===== src/rtl/ram_pkg.sv =====
// ram_pkg: shared RAM bank geometry, default word width and master FSM state encoding.
package ram_pkg;
  localparam int DATA_WIDTH_DEF = 64;
  localparam int BANK_ADDR_WIDTH [4] = '{10, 12, 12, 7};
  localparam int BANK_HEIGHT [4] = '{918, 2500, 2500, 69};
  typedef enum logic [1:0] {ST_IDLE, ST_READ, ST_WRITE, ST_FINISH} state_e;
endpackage


===== src/rtl/ram_port_master_if.sv =====
// ram_port_master_if: command, write-stream, read-stream and status bundle of the RAM port master.
interface ram_port_master_if import ram_pkg::*; #(
  parameter int DATA_WIDTH = DATA_WIDTH_DEF,
  parameter int ADDRESS_WIDTH = BANK_ADDR_WIDTH[1]
);
  logic cmd_valid, cmd_ready, cmd_write;
  logic [ADDRESS_WIDTH-1:0] cmd_base;
  logic [ADDRESS_WIDTH:0] cmd_count;
  logic [DATA_WIDTH-1:0] s_data;
  logic s_valid, s_ready;
  logic [DATA_WIDTH-1:0] m_data;
  logic m_valid, m_ready;
  logic done, error, busy;
  modport master (
    input cmd_valid, cmd_write, cmd_base, cmd_count, s_data, s_valid, m_ready,
    output cmd_ready, s_ready, m_data, m_valid, done, error, busy
  );
  modport slave (
    output cmd_valid, cmd_write, cmd_base, cmd_count, s_data, s_valid, m_ready,
    input cmd_ready, s_ready, m_data, m_valid, done, error, busy
  );
endinterface


===== src/rtl/ram_rd_skid.sv =====
// ram_rd_skid: two-entry FIFO holding read data until the consumer takes it.
module ram_rd_skid import ram_pkg::*; #(
  parameter int DATA_WIDTH = DATA_WIDTH_DEF
) (
  input  logic clk,
  input  logic rst,
  input  logic push,
  input  logic pop,
  input  logic [DATA_WIDTH-1:0] din,
  output logic [DATA_WIDTH-1:0] dout,
  output logic full,
  output logic empty,
  output logic [1:0] occupancy
);
  logic [DATA_WIDTH-1:0] mem [2];
  logic wp, rp;
  logic [1:0] cnt;
  always_ff @(posedge clk) begin
    if (rst) begin
      wp <= 1'b0;
      rp <= 1'b0;
      cnt <= 2'd0;
    end else begin
      if (push) begin
        mem[wp] <= din;
        wp <= ~wp;
      end
      if (pop) rp <= ~rp;
      cnt <= cnt + {1'b0, push} - {1'b0, pop};
    end
  end
  assign dout = mem[rp];
  assign full = cnt == 2'd2;
  assign empty = cnt == 2'd0;
  assign occupancy = cnt;
endmodule


===== src/rtl/ram_port_master.sv =====
// ram_port_master: burst read/write master for one RAM port; RAM_PORT_MASTER_BOUNDS_EN rejects bursts past ADDRESS_HEIGHT.
module ram_port_master import ram_pkg::*; #(
  parameter int DATA_WIDTH = DATA_WIDTH_DEF,
  parameter int ADDRESS_WIDTH = BANK_ADDR_WIDTH[1],
  parameter int ADDRESS_HEIGHT = BANK_HEIGHT[1]
) (
  input  logic clk,
  input  logic rst,
  ram_port_master_if.master bus,
  output logic [ADDRESS_WIDTH-1:0] address,
  output logic [DATA_WIDTH-1:0] data_write,
  output logic WR_signal,
  input  logic [DATA_WIDTH-1:0] data_read
);
  localparam logic [1:0] IDLE = ST_IDLE;
  localparam logic [1:0] READ = ST_READ;
  localparam logic [1:0] WRITE = ST_WRITE;
  localparam logic [1:0] FINISH = ST_FINISH;
`ifdef RAM_PORT_MASTER_BOUNDS_EN
  localparam logic BOUNDS_EN = 1'b1;
`else
  localparam logic BOUNDS_EN = 1'b0;
`endif
  logic [1:0] state, occ;
  logic [ADDRESS_WIDTH-1:0] base;
  logic [ADDRESS_WIDTH:0] cnt, idx, pops;
  logic [ADDRESS_WIDTH+1:0] span;
  logic rd_inf, err_q, acc, oob, skip, issue, pop, full, empty;
  assign acc = bus.cmd_valid && bus.cmd_ready;
  assign span = {2'b0, bus.cmd_base} + {1'b0, bus.cmd_count};
  assign oob = BOUNDS_EN && span > (ADDRESS_WIDTH+2)'(ADDRESS_HEIGHT);
  assign skip = bus.cmd_count == '0 || oob;
  assign pop = bus.m_valid && bus.m_ready;
  // First read goes out in the accept cycle; a same-cycle pop frees a slot for the next issue.
  assign issue = state == IDLE ? acc && !bus.cmd_write && !skip
               : state == READ && idx < cnt && !(full && !pop) && (pop || occ + {1'b0, rd_inf} < 2'd2);
  assign bus.cmd_ready = state == IDLE;
  assign bus.s_ready = state == WRITE && idx < cnt;
  assign bus.m_valid = !empty;
  assign bus.busy = state != IDLE;
  assign bus.done = state == FINISH;
  assign bus.error = bus.done && err_q;
  assign WR_signal = !rst && bus.s_valid && bus.s_ready;
  assign data_write = state == WRITE ? bus.s_data : '0;
  assign address = state == IDLE ? (acc ? bus.cmd_base : '0) : base + idx[ADDRESS_WIDTH-1:0];
  ram_rd_skid #(.DATA_WIDTH(DATA_WIDTH)) skid (
    .clk(clk), .rst(rst), .push(rd_inf), .pop(pop), .din(data_read),
    .dout(bus.m_data), .full(full), .empty(empty), .occupancy(occ)
  );
  always_ff @(posedge clk) begin
    if (rst) begin
      state <= IDLE;
      base <= '0;
      cnt <= '0;
      idx <= '0;
      pops <= '0;
      rd_inf <= 1'b0;
      err_q <= 1'b0;
    end else begin
      rd_inf <= issue;
      if (state == IDLE && acc) begin
        base <= bus.cmd_base;
        cnt <= bus.cmd_count;
        idx <= {{ADDRESS_WIDTH{1'b0}}, issue};
        pops <= '0;
        err_q <= oob;
        state <= skip ? FINISH : bus.cmd_write ? WRITE : READ;
      end
      if (state == WRITE && WR_signal) begin
        idx <= idx + 1'b1;
        if (idx + 1'b1 == cnt) state <= FINISH;
      end
      if (state == READ) begin
        if (issue) idx <= idx + 1'b1;
        if (pop) begin
          pops <= pops + 1'b1;
          if (pops + 1'b1 == cnt) state <= FINISH;
        end
      end
      if (state == FINISH) state <= IDLE;
    end
  end
endmodule

===== src/flat_wrapper.sv =====
// flat-port wrapper written by rule: the top's interface ports become plain ports
module ram_port_master_flat import ram_pkg::*;
#(
  parameter int DATA_WIDTH = DATA_WIDTH_DEF,
  parameter int ADDRESS_WIDTH = BANK_ADDR_WIDTH[1],
  parameter int ADDRESS_HEIGHT = BANK_HEIGHT[1]
)
  (clk, rst, address, data_write, WR_signal, data_read, bus_cmd_valid, bus_cmd_write, bus_cmd_base, bus_cmd_count, bus_s_data, bus_s_valid, bus_m_ready, bus_cmd_ready, bus_s_ready, bus_m_data, bus_m_valid, bus_done, bus_error, bus_busy);
  ram_port_master_if #(.DATA_WIDTH(DATA_WIDTH), .ADDRESS_WIDTH(ADDRESS_WIDTH)) bus_i ();
  input  logic clk;
  input  logic rst;
  output logic [ADDRESS_WIDTH-1:0] address;
  output logic [DATA_WIDTH-1:0] data_write;
  output logic WR_signal;
  input  logic [DATA_WIDTH-1:0] data_read;
  input wire logic [$bits(bus_i.cmd_valid)-1:0] bus_cmd_valid;
  input wire logic [$bits(bus_i.cmd_write)-1:0] bus_cmd_write;
  input wire logic [$bits(bus_i.cmd_base)-1:0] bus_cmd_base;
  input wire logic [$bits(bus_i.cmd_count)-1:0] bus_cmd_count;
  input wire logic [$bits(bus_i.s_data)-1:0] bus_s_data;
  input wire logic [$bits(bus_i.s_valid)-1:0] bus_s_valid;
  input wire logic [$bits(bus_i.m_ready)-1:0] bus_m_ready;
  output wire logic [$bits(bus_i.cmd_ready)-1:0] bus_cmd_ready;
  output wire logic [$bits(bus_i.s_ready)-1:0] bus_s_ready;
  output wire logic [$bits(bus_i.m_data)-1:0] bus_m_data;
  output wire logic [$bits(bus_i.m_valid)-1:0] bus_m_valid;
  output wire logic [$bits(bus_i.done)-1:0] bus_done;
  output wire logic [$bits(bus_i.error)-1:0] bus_error;
  output wire logic [$bits(bus_i.busy)-1:0] bus_busy;
  assign bus_i.cmd_valid = bus_cmd_valid;
  assign bus_i.cmd_write = bus_cmd_write;
  assign bus_i.cmd_base = bus_cmd_base;
  assign bus_i.cmd_count = bus_cmd_count;
  assign bus_i.s_data = bus_s_data;
  assign bus_i.s_valid = bus_s_valid;
  assign bus_i.m_ready = bus_m_ready;
  assign bus_cmd_ready = bus_i.cmd_ready;
  assign bus_s_ready = bus_i.s_ready;
  assign bus_m_data = bus_i.m_data;
  assign bus_m_valid = bus_i.m_valid;
  assign bus_done = bus_i.done;
  assign bus_error = bus_i.error;
  assign bus_busy = bus_i.busy;
  ram_port_master #(.DATA_WIDTH(DATA_WIDTH), .ADDRESS_WIDTH(ADDRESS_WIDTH), .ADDRESS_HEIGHT(ADDRESS_HEIGHT)) u_core (.clk(clk), .rst(rst), .bus(bus_i), .address(address), .data_write(data_write), .WR_signal(WR_signal), .data_read(data_read));
endmodule

===== config.mk =====
export PLATFORM = sky130hd
export DESIGN_NAME = ram_port_master_flat
export DESIGN_NICKNAME = d
export VERILOG_FILES = /design/src/rtl/ram_pkg.sv /design/src/rtl/ram_port_master_if.sv /design/src/rtl/ram_rd_skid.sv /design/src/rtl/ram_port_master.sv /design/src/flat_wrapper.sv
export SDC_FILE = /design/constraint.sdc
export NUM_CORES = 1
export LEC_CHECK = 0
export ABC_AREA = 1
export BUFFER_PORTS_ARGS = -buffer_cell sky130_fd_sc_hd__buf_2
export CORE_MARGIN = 2
export CORE_UTILIZATION = 50
export DETAILED_ROUTE_END_ITERATION = 10
export GPL_ROUTABILITY_DRIVEN = 0
export HOLD_SLACK_MARGIN = 0.15
export PLACE_DENSITY = 0.84
export SLEW_MARGIN = 20
export SYNTH_ARGS = -nofsm -noshare
export SYNTH_HDL_FRONTEND = slang
export SYNTH_SLANG_ARGS = --single-unit

===== constraint.sdc =====
create_clock -name clk -period 14.78 [get_ports clk]
set_input_delay 2.956 -clock clk [delete_from_list [all_inputs] [get_ports clk]]
set_output_delay 2.956 -clock clk [all_outputs]
set_load 0.01 [all_outputs]

# After elaboration in Yosys (flattened, before gate mapping)
# Memory sizes are Yosys's and may differ from the RTL's. A register that Yosys moved wholly into a read port is not among the register bits.
# Cells that the tools add are included.
# op_classes
order_cmp	2
n_reduce_logical	25
muxes	24
bitwise	2
add_sub_neg	5
n_eq_ne	6
# op_table
op	count
$mux 13	7
$mux 64	1
$add 13x1->13 const B	2
$eq 13x13->1	2
$mux 12	2
$mux 2	8
$logic_and 1x1->1	13
$logic_not 13->1	1
$lt 13x13->1	1
$add 12x12->12	1
$eq 2x2->1 const B	3
$logic_not 1->1	6
$mux 1	6
$logic_not 2->1	2
$add 2x1->2	1
$eq 2x1->1 const B	1
$lt 2x2->1 const B	1
$not 1->1	2
$reduce_bool 2->1	1
$reduce_or 2->1	1
$sub 2x1->2	1
$logic_or 1x1->1	1
# word_totals
ram_bits	128
wordCells	74
input_bits	159
out_inout_bits	147
regBits	58
n_memories	1
# memory_table
memory	depth	width	read_ports	rd_ports_with_merged_regs	wr	line	rtl
u_core.skid.mem	2	64	1	1	1	ram_rd_skid.sv:15	logic [DATA_WIDTH-1:0] mem [2];

# Longest topological paths before layout
# Gate-level depths: netlist of run 1.
# logic_depth
depth_word	13
ltp_mapped	15
ltp_nobuf	15

# By module
# From an unflattened synthesis of run 1, not the netlist that was laid out.
# unflattened
hier_cells	1021
area_unflattened_um2	9683.0
# by_module_without_submodules
module	seq_area_each_um2	area_each_um2	cells_per_inst	instances
ram_rd_skid	3943.8	5149.9	231	1
ram_port_master	1081.0	4533.1	790	1

# Worst setup path after synthesis of run 1
# Ideal clock, no wire load.
# synth_timing
kind	input to register
from	in rst
to	mem u_core.skid.mem[1][0] in the netlist's numbering (enable)
cell_stages	2
required_time_ps	14216
n_path_buf	1
path_slack_ps	6666
arrival_time_ps	7549
setup_ps	564
path_cell_list	clkbuf_1 > nor3_1
# synth_between
elab_chain_len	2
# synth_rtl
item	line	rtl
from (decl)	flat_wrapper.sv:11	input logic rst;
$mux 1	ram_rd_skid.sv:19	if (rst) begin
$mux 1 (not written as such)	ram_rd_skid.sv:25	mem[wp] <= din;
to (decl)	ram_rd_skid.sv:15	
# Every way passes these cells.

# Worst setup path in the final report of run 1
# layout_timing
from	in rst
to	out WR_signal
# layout_between
elab_chain_len	3
# layout_rtl
item	line	rtl
$logic_not 1->1	ram_port_master.sv:43	assign WR_signal = !rst && bus.s_valid && bus.s_ready;
$logic_and 1x1->1 (2 in series)	ram_port_master.sv:43	
to (decl)	flat_wrapper.sv:14	output logic WR_signal;
# Every way passes these cells.

==> metrics.txt, run 1 <==
Setup TNS Final=0 ns; static leakage=0.00542 uW; final net count=1479; Worst path slowest cell=inv_1; clk_lat worst skew=0.44 ns; fmax=0.133 GHz; vias per cell=5.09; DRT Wirelength=23.7 mm; commonest non-fill, non-tap cell in the layout=buf_2; Buf/Inv on CP=5; GRT Util Overall=23.4%; peak supply drop=83.3 uV; I/O Buffers=304; Worst-Margin Slew=0.865 ns; post-synthesis async set-or-reset flop share=0%; Post-synth EDFFs=128; Chip Height=140 microns; vias=7815; final non-filler cell total=1534; setup violators final=0; clock-pin slew on the worst setup and hold paths=0.08 ns; crit end category=output port; GRT overflow=0; R2R depth=15; Wirelength per Cell=15.4 microns; power density cells=126 mW/mm^2; GRT busiest layer=met2; most frequent CP cell=inv_1; CTS Buf Count=17; Cell Rows=49; Worst Setup Start Kind=primary input; first-pass GRT wire length=36.7 mm; Synth Flop Type=edfxtp_1; # Post-CTS Setup Buffers=0; die area=0.0197 sq mm; post-DP HPWL=17.4 mm; M2 GR Usage=40.7%; met1 Track Usage GR=28.7%; Hold Crit Depth=1; Cell Area, Synth=0.00930 sq mm; Routed Antenna Nets=0; Crit Path Category=primary input to output port; Syn-to-layout area delta=25.5%; Hold Violations, Final=0; Final min period=7.51 ns; Longest Clk Path Bufs=2; critical path depth=7; CP arrival=4.55 ns; CTS-repair resized insts=0; post-synthesis net count=1183; period utilization=50.8%; hold buffer count at cts=0; max cap viols=0; Initial Util=51.4%; CTS tree=done; Die X=140 microns; Tightest Hold Check Type=register to register; Starting DRT DRC Count=481; commonest non-fill, non-tap cells in the layout=304 x buf_2, 169 x nand2_1, 145 x nor2_1, 139 x inv_1, 128 x edfxtp_1; DRC viols=0; cell family contributing the most delay on the critical path=buffers and inverters; syn_area_per_cell=9.34 sq um; delay of the slowest cell on the worst path=0.58 ns; synthesis-stage register bit count=187; core area=0.0181 sq mm; Worst slew margin=42.3%; YS warnings=0; Post-Synthesis Cells=995; sequential share of the synthesized area=54.0%; clk_skew=0.0116 ns; Root Buffer=clkbuf_16; Final Max Slew Viols=0; status=complete, no violations; Top-Level Pins=306; Max FO, Critical Path=31; Critical Path RT=11.82 ns; clk sinks=187; met3 GRT Util=5.09%; initial antenna violation count=1; DRT Pass-1 Iters=5; vias in the first global route=7402; Placed Cells=1501; number of distinct library cells after synthesis=41; RSZ-0062 raised after global routing=no; largest net degree at the start of global routing=65; Cell Chain, Critical Path=buf_2 > inv_1 > nand2_1 > inv_1 > nand2_1 > inv_1 > buf_2; share of cells above drive strength 1=32.8%; H-Tree Level Count=4
## synth_stat cells, types with 2 or more instances
cell	count	area [sq um]
buf_4	3	22.5
xnor2_1	3	26.3
o21ai_1	4	20.0
clkbuf_1	13	48.8
o21bai_1	3	22.5
buf_1	5	18.8
nand2_1	169	634
inv_1	140	526
buf_2	10	50.1
xnor3_1	2	45.0
nand4_1	17	106
nand2_2	3	18.8
o21ai_0	42	210
dfxtp_1	59	1180
nor2_2	4	25.0
nor3_1	7	35.0
edfxtp_1	128	3840
ha_1	28	350
inv_2	6	22.5
a21oi_1	58	290
nor2_1	146	548
nor4_1	3	18.8
o31ai_1	2	15.0
nor2_4	4	45.0
mux2_2	64	721
nand3_1	47	235
xor2_1	11	96.3
## registers in the layout (all words and copies together) (netlist names), named ones only
register / count
u_core.idx: 13
u_core.skid.occupancy: 2
u_core.base: 12
u_core.skid.rp: 1
u_core.rd_inf: 1
u_core.cnt: 13
u_core.skid.wp: 1
u_core.state: 2
u_core.skid.mem: 128
u_core.pops: 13
## path summary, 6_finish.rpt
check                               startpoint              to  slack [ns]
worst max-delay path                       rst       WR_signal        7.27
worst min-delay path            u_core.skid.rp        register        0.47
worst max register to register   u_core.cnt[8]  u_core.idx[12]       12.38
worst min register to register  u_core.skid.rp        register        0.47
## cell families after synthesis
group / share of synthesized area [%]
AOI/OAI and AO/OA: 6.76
DFF: 54.0
adders and majority gates: 3.98
xor gates and xnor gates: 1.80
and+or+nand+nor: 18.1
other: 0.0403
buffers and inverters: 7.52
muxes: 7.75
## report_power, final
part | internal (uW) | switching, uW
Sequential | 591 | 27.5
Combinational | 154 | 210
Clock | 242 | 247
## final cells by class
type / count / area [sq um]
Fill cell: 1389 / 6420
Sequential cell: 187 / 5030
Multi-Input combinational cell: 630 / 3590
Timing Repair Buffer: 309 / 1560
Inverter: 146 / 548
Clock buffer: 17 / 425
Tap cell: 229 / 287
Clock inverter: 15 / 231
Antenna cell: 1 / 2.50
## per-stage QoR
| stage | total power [uW] | hold slack, ns | cell area (sq um) | setup WS, ns | utilization, % |
|---|---|---|---|---|---|
| final | 1470 | 0.467 | 11700 | 7.27 | 64.5 |
| after global routing | 1540 | 0.487 | 11700 | 7.15 | 64.5 |
| after CTS | 1480 | 0.467 | 11700 | 7.31 | 64.5 |
| after detailed placement | 989 | 0.453 | 11000 | 7.31 | 60.9 |
| after global placement | 980 | 0.438 | 11000 | 7.32 | 60.9 |
| after floorplan | 866 | 0.426 | 9300 | 6.67 | - |
## layer usage
| layer | part of all wire [%] | wire length [microns] | up-vias |
|---|---|---|---|
| li1 | - | - | 3894 |
| met3 | 7.7 | 1820 | 35 |
| met4 | 2.2 | 512 | 0 |
| met5 | 0 | 0 | - |
| met2 | 49 | 11600 | 321 |
| met1 | 41 | 9700 | 3565 |
(Power assumes the default switching activity.)
==> inputs of run 2 (changes only) <==
--- a/config.mk
+++ b/config.mk
@@ -5,7 +5,7 @@
 export SDC_FILE = /design/constraint.sdc
 export NUM_CORES = 1
 export LEC_CHECK = 0
-export ABC_AREA = 1
+export ABC_AREA = 0
 export BUFFER_PORTS_ARGS = -buffer_cell sky130_fd_sc_hd__buf_2
 export CORE_MARGIN = 2
 export CORE_UTILIZATION = 50
==> constraint.sdc (replaced) <==
create_clock -name clk -period 7.8 [get_ports clk]
set_input_delay 1.56 -clock clk [delete_from_list [all_inputs] [get_ports clk]]
set_output_delay 1.56 -clock clk [all_outputs]
set_load 0.01 [all_outputs]
==> metrics.txt, run 2 <==
Cell Rows=50 (+2.0%); combinational share of power=21.2% (-3.5 points); Synth Flop Type=edfxtp_1; syn_area_per_cell=11.2 sq um (+20%); met3 GRT Util=7.71% (+2.6 points); Post-Synthesis Cells=835 (-16%); Cell Chain, Critical Path=buf_2 > and2_1 > nand2_1 > nor3b_1 > a211oi_1 > buf_2; largest register by flop count=u_core.skid.mem; R2R Setup Slk=5.05 ns (-7.33 ns); M2 GR Usage=41.2% (+0.55 points); Net Sw Frac=29.2% (-3.7 points); Cell Area, Synth=0.00938 sq mm (+0.90%); Top-Level Pins=306 (unchanged); final core occ=62.8% (-1.7 points); max FFs per register=128 (unchanged); CTS tree=done; power density cells=216 mW/mm^2 (+71%); number of distinct library cells after synthesis=76 (+85%); first-pass GRT wire length=38.1 mm (+3.8%); die area=0.0199 sq mm (+0.88%); Yosys top cell area share=41.0% (-0.37 points); Wirelength per Cell=18.4 microns (+19%); post-DP HPWL=19.0 mm (+9.5%); synthesis-stage register bit count=187 (unchanged); period utilization=62.1%; cell family contributing the most delay on the critical path=simple AND/OR/NAND/NOR gates; Tightest Hold Check Type=register to register; Worst slew margin=30.8% (-12 points); hold_sp=u_core.base[7]; max cap viols=0 (unchanged); static leakage=0.00486 uW (-11%); crit end category=output port; met1 Track Usage GR=28.9% (+0.23 points); R2R depth=6 (-9); most frequent CP cell=buf_2; Chip Height=141 microns (+0.44%); RSZ-0062 raised after global routing=no; crit path to=address[11]; Post-synth EDFFs=128 (unchanged); # Post-CTS Setup Buffers=0 (unchanged); Buf/Inv on CP=2 (-3); CP arrival=3.28 ns (-1.27 ns); r2r endpoint=u_core.pops[8]; setup violators final=0 (unchanged); I/O Buffers=304 (unchanged); Hold Crit Depth=2 (+1); final net count=1307 (-12%); GRT overflow=0 (unchanged); Worst path slowest cell=and2_1; overall power=2520 uW (+71%); sequential share of the synthesized area=53.6% (-0.48 points); NetSw=737 uW (+52%); status=complete, no violations; clock-pin slew on the worst setup and hold paths=0.08 ns (about the same); CTS-repair resized insts=0 (unchanged); DRC viols=0 (unchanged); share of cells above drive strength 1=38.8% (+6.0 points); Hold Violations, Final=0 (unchanged); DRT Wirelength=25.3 mm (+6.8%); register share of total power=44.5% (+2.5 points); fmax=0.206 GHz; Root Buffer=clkbuf_16; commonest non-fill, non-tap cell in the layout=buf_2; Critical Path RT=6.24 ns (-5.58 ns); CTS Buf Count=17 (unchanged); Worst-Margin Slew=1.04 ns (+0.173 ns); GRT busiest layer=met2; crit path from=bus_cmd_valid; commonest non-fill, non-tap cells in the layout=304 x buf_2, 128 x edfxtp_1, 96 x nand2_1, 68 x mux2_2, 68 x and2_1; count leader, synth=edfxtp_1; initial antenna violation count=8 (+7); Longest Clk Path Bufs=2 (unchanged); Die X=141 microns (+0.44%); clk_lat worst skew=0.43 ns (about the same); Routed Antenna Nets=0 (unchanged); post-synthesis net count=1023 (-14%); Starting DRT DRC Count=534 (+11%); vias in the first global route=7200 (-2.7%); Initial Util=50.5% (-0.92 points); delay of the slowest cell on the worst path=0.81 ns (+0.23 ns); Setup TNS Final=0 ns (unchanged); Max FO, Critical Path=29 (-6.5%); Final Max Slew Viols=0 (unchanged); clock share of power=34.3% (+1.0 points); vias=7476 (-4.3%); core area=0.0186 sq mm (+2.7%); Final min period=4.84 ns; peak supply drop=140 uV (+68%); critical path depth=6 (-1); worst hold margin=0.467 ns (+0.000163 ns); GRT Util Overall=24.8% (+1.4 points); Crit Path Category=primary input to output port; largest net degree at the start of global routing=67 (+3.1%); top cell type by total area after synthesis=edfxtp_1; Pint=1780 uW (+81%); clk sinks=187 (unchanged); Syn-to-layout area delta=24.4%; vias per cell=5.45 (+7.0%); DRT Pass-1 Iters=6 (+1); Worst Setup Start Kind=primary input; Crit Reg-Reg Startpoint=u_core.state[0]; YS warnings=0 (unchanged); H-Tree Level Count=4 (unchanged); synth cell count leaders=128 x edfxtp_1, 96 x nand2_1, 68 x and2_1, 68 x mux2_2, 59 x dfxtp_1; hold buffer count at cts=0 (unchanged); post-synthesis async set-or-reset flop share=0% (unchanged); Synth area leaders=edfxtp_1 41%, dfxtp_1 13%, mux2_2 8.2%, and2_1 4.5%, nand2_1 3.8%; clk_skew=0.0165 ns (+0.00491 ns)
==> run 2: cell types whose count changed after synthesis, sizes merged, moves of 6 or more <==
cell / delta
a21o: +9
and2: +70
clkbuf: +13
nor3: +7
mux2: +9
o21ai: -26
nand3: -29
nand2: -76
nor2b: +6
inv: -121
xnor2: +33
nor2: -103
==> run 2: per-stage QoR <==
stage	cell area, sq um	std cells	setup slack (ns)
floorplan	9380	835	0.574
global placement	11000	1333	3.00
detailed placement	11000	1333	2.97
CTS	11600	1365	2.96
global route	11700	1372	2.80
finish	11700	1372	2.96
==> run 2: routing by layer <==
metal / share of wire, % / up-vias
met2: 48 / 393
met1: 38 / 3462
met4: 4.0 / 2
met3: 10 / 58
li1: - / 3561
met5: 0.043 / -
==> run 2: cell type report <==
type	instances	area [sq um]
sequential	187	5030
clock inverter	15	180
multi-input combinational	578	4060
timing repair buffer	310	1580
clock buffer	17	425
antenna	6	15.0
tap	234	293
inverter	25	93.8
fill	1500	6910
==> run 2: worst min-delay path by stage <==
| stage | to |
|---|---|
| 3_3_place_gp | u_core.base[7] |
| 4_1_cts | u_core.base[7] |
| 2_1_floorplan | u_core.base[0] |
| 6_report | u_core.base[7] |
| 5_1_grt | u_core.base[10] |
| 3_5_place_dp | u_core.base[7] |
==> run 2: worst min-delay path: cells and delay by family, from the launching register on <==
family          cells  cell delay (ns)
compound gates      1             0.05
flops               1             0.32
simple gates        1             0.05
==> run 2: kinds of logic after synthesis <==
| group | Yosys count | share of synthesized area [%] |
|---|---|---|
| other | 1 | 0.0400 |
| flip-flops | 187 | 53.6 |
| XOR/XNOR | 47 | 4.39 |
| adder cells (fa/ha/maj) | 29 | 3.95 |
| AND/OR/NAND/NOR | 302 | 17.0 |
| AO/OA/AOI/OAI | 125 | 8.71 |
| buffers and inverters | 70 | 3.32 |
| multiplexers | 74 | 9.03 |
==> run 2: power groups by stage <==
stage | Clock [uW] | Combinational (uW) | Sequential [uW]
2_1_floorplan | 0 | 341 | 1140
3_5_place_dp | 0 | 532 | 1140
4_1_cts | 883 | 536 | 1120
6_report | 863 | 535 | 1120
3_3_place_gp | 0 | 523 | 1140
5_1_grt | 919 | 577 | 1130
==> inputs of run 3 (changes only) <==
--- a/config.mk
+++ b/config.mk
@@ -8,11 +8,11 @@
 export ABC_AREA = 0
 export BUFFER_PORTS_ARGS = -buffer_cell sky130_fd_sc_hd__buf_2
 export CORE_MARGIN = 2
-export CORE_UTILIZATION = 50
+export CORE_UTILIZATION = 46
 export DETAILED_ROUTE_END_ITERATION = 10
 export GPL_ROUTABILITY_DRIVEN = 0
 export HOLD_SLACK_MARGIN = 0.15
-export PLACE_DENSITY = 0.84
+export PLACE_DENSITY = 0.81
 export SLEW_MARGIN = 20
 export SYNTH_ARGS = -nofsm -noshare
 export SYNTH_HDL_FRONTEND = slang
==> constraint.sdc (replaced) <==
create_clock -name clk -period 4 [get_ports clk]
set_input_delay 0.8 -clock clk [delete_from_list [all_inputs] [get_ports clk]]
set_output_delay 0.8 -clock clk [all_outputs]
set_load 0.01 [all_outputs]
==> metrics.txt, run 3 (synthesis results as in run 2) <==
crit end category=output port; Hold Violations, Final=0 (unchanged); Chip Height=147 microns (+4.1%); Net Sw Frac=29.3% (about the same); share of cells above drive strength 1=38.7% (about the same); initial antenna violation count=11 (+3); Setup TNS Final=0 ns (unchanged); final non-filler cell total=1409 (+2.7%); clk_lat worst skew=0.43 ns (about the same); commonest non-fill, non-tap cell in the layout=buf_2; Cell Chain, Critical Path=or2_2 > inv_1 > and2_1 > nand2_1 > nor3b_1 > a211oi_1 > buf_2; period utilization=90.0%; clk_skew=0.0115 ns (-0.00501 ns); clk sinks=187 (unchanged); final instance area=0.0117 sq mm (+0.30%); Placed Cells=1371 (+2.9%); core area=0.0201 sq mm (+8.2%); Reg area=0.00503 sq mm (unchanged); Starting DRT DRC Count=452 (-15%); largest register by flop count=u_core.skid.mem; NetSw=1440 uW (+95%); Worst path slowest cell=and2_1; Die X=147 microns (+4.1%); Final min period=3.60 ns; r2r endpoint=u_core.idx[12]; hold buffer count at cts=0 (unchanged); Longest Clk Path Bufs=2 (unchanged); DRT Pass-1 Iters=6 (unchanged); Wirelength per Cell=18.6 microns (+0.74%); max FFs per register=128 (unchanged); CP arrival=2.80 ns (-0.48 ns); final net count=1308 (+0.077%); FILL cells=1645 (+9.7%); I/O Buffers=304 (unchanged); Pint=3470 uW (+95%); Max FO, Critical Path=15 (-48%); delay of the slowest cell on the worst path=0.52 ns (-0.29 ns); static leakage=0.00485 uW (about the same); Cell Rows=52 (+4.0%); combinational share of power=21.3% (about the same); H-Tree Level Count=4 (unchanged); worst-case hold path end point=u_core.base[7]; GRT overflow=0 (unchanged); met3 GRT Util=7.17% (-0.54 points); vias in the first global route=7330 (+1.8%); DRC viols=0 (unchanged); setup violators final=0 (unchanged); Crit Reg-Reg Startpoint=u_core.cnt[8]; Hold Crit Depth=2 (unchanged); largest net degree at the start of global routing=65 (-3.0%); Tightest Hold Check Type=register to register; area of the multi-input gates=0.00407 sq mm (+0.15%); commonest non-fill, non-tap cells in the layout=304 x buf_2, 128 x edfxtp_1, 96 x nand2_1, 68 x mux2_2, 68 x and2_1; Worst slew margin=43.1% (+12 points); hold_sp=u_core.base[7]; R2R Setup Slk=1.43 ns (-3.62 ns); M2 GR Usage=39.7% (-1.5 points); max cap viols=0 (unchanged); GRT busiest layer=met2; Top-Level Pins=306 (unchanged); met1 Track Usage GR=28.2% (-0.71 points); peak supply drop=299 uV (+110%); GRT Util Overall=23.7% (-1.1 points); R2R depth=8 (+2); Placed Area=0.0111 sq mm (+0.60%); Root Buffer=clkbuf_16; fmax=0.278 GHz; first-pass GRT wire length=39.3 mm (+3.2%); Crit Path Category=register to output port; Worst-Margin Slew=0.854 ns (-0.184 ns); power density cells=419 mW/mm^2 (+94%); DRT Wirelength=26.2 mm (+3.5%); Critical Path RT=3.20 ns (-3.04 ns); Routed Antenna Nets=0 (unchanged); die area=0.0216 sq mm (+8.4%); CTS Buf Count=17 (unchanged); vias per cell=5.33 (-2.2%); clock share of power=34.1% (-0.2 points); # Post-CTS Setup Buffers=0 (unchanged); CTS-repair resized insts=0 (unchanged); RSZ-0062 raised after global routing=no; status=complete, no violations; post-DP HPWL=20.0 mm (+5.3%); register share of total power=44.6% (about the same); vias=7509 (+0.44%); clock-pin slew on the worst setup and hold paths=0.08 ns (about the same); Syn-to-layout area delta=24.8%; CTS tree=done; overall power=4910 uW (+95%); Initial Util=46.7% (-3.8 points); Worst Setup Start Kind=register; Final Max Slew Viols=0 (unchanged)
run 3: stage by stage:
stage	worst slack (ns)	util, %	hold slack [ns]
5_1_grt	0.162	58.2	0.482
3_3_place_gp	0.946	55.2	0.448
3_5_place_dp	0.898	55.2	0.459
4_1_cts	0.414	58.2	0.470
2_1_floorplan	0.702	-	0.440
6_report	0.402	58.2	0.468
run 3: cell type report:
type,count,area share (%)
clock buffers,18,3.67
clock inverters,14,1.41
flip-flops and latches,187,42.9
diodes,6,0.128
well taps,270,2.89
inverters,25,0.802
multi-input cells,578,34.7
repair buffers,311,13.4
run 3: worst max path at each step:
stage / cells past startpoint / endpoint / slack (ns) / start
final: 7 / address[11] / 0.40 / u_core.state[0]
after detailed placement: 7 / address[11] / 0.90 / u_core.state[0]
after CTS: 7 / address[11] / 0.41 / u_core.state[0]
after global placement: 7 / address[11] / 0.95 / u_core.state[0]
after global routing: 7 / address[11] / 0.16 / u_core.state[0]
after floorplan: 3 / u_core.skid.mem[0][0] / 0.70 / rst
run 3: power by group through the flow:
stage                     clock network [uW]  logic (uW)  registers, uW
after floorplan                            0         666           2210
after global placement                     0        1030           2230
after detailed placement                   0        1040           2230
after CTS                               1710        1050           2190
after global routing                    1800        1130           2190
final                                   1680        1040           2190
run 3: worst max-delay path, delay by kind of cell (launching register included):
family / cells / cell delay, ns
DFF: 1 / 0.38
AOI/OAI and AO/OA: 1 / 0.22
and+or+nand+nor: 4 / 1.25
buffers and inverters: 2 / 0.52
run 3: per-layer routing:
metal | part of all wire (%) | wire [microns] | vias up
li1 | - | - | 3569
met1 | 39 | 10100 | 3512
met2 | 48 | 12600 | 369
met3 | 9.3 | 2430 | 53
met4 | 3.8 | 983 | 6
met5 | 0.15 | 39 | -
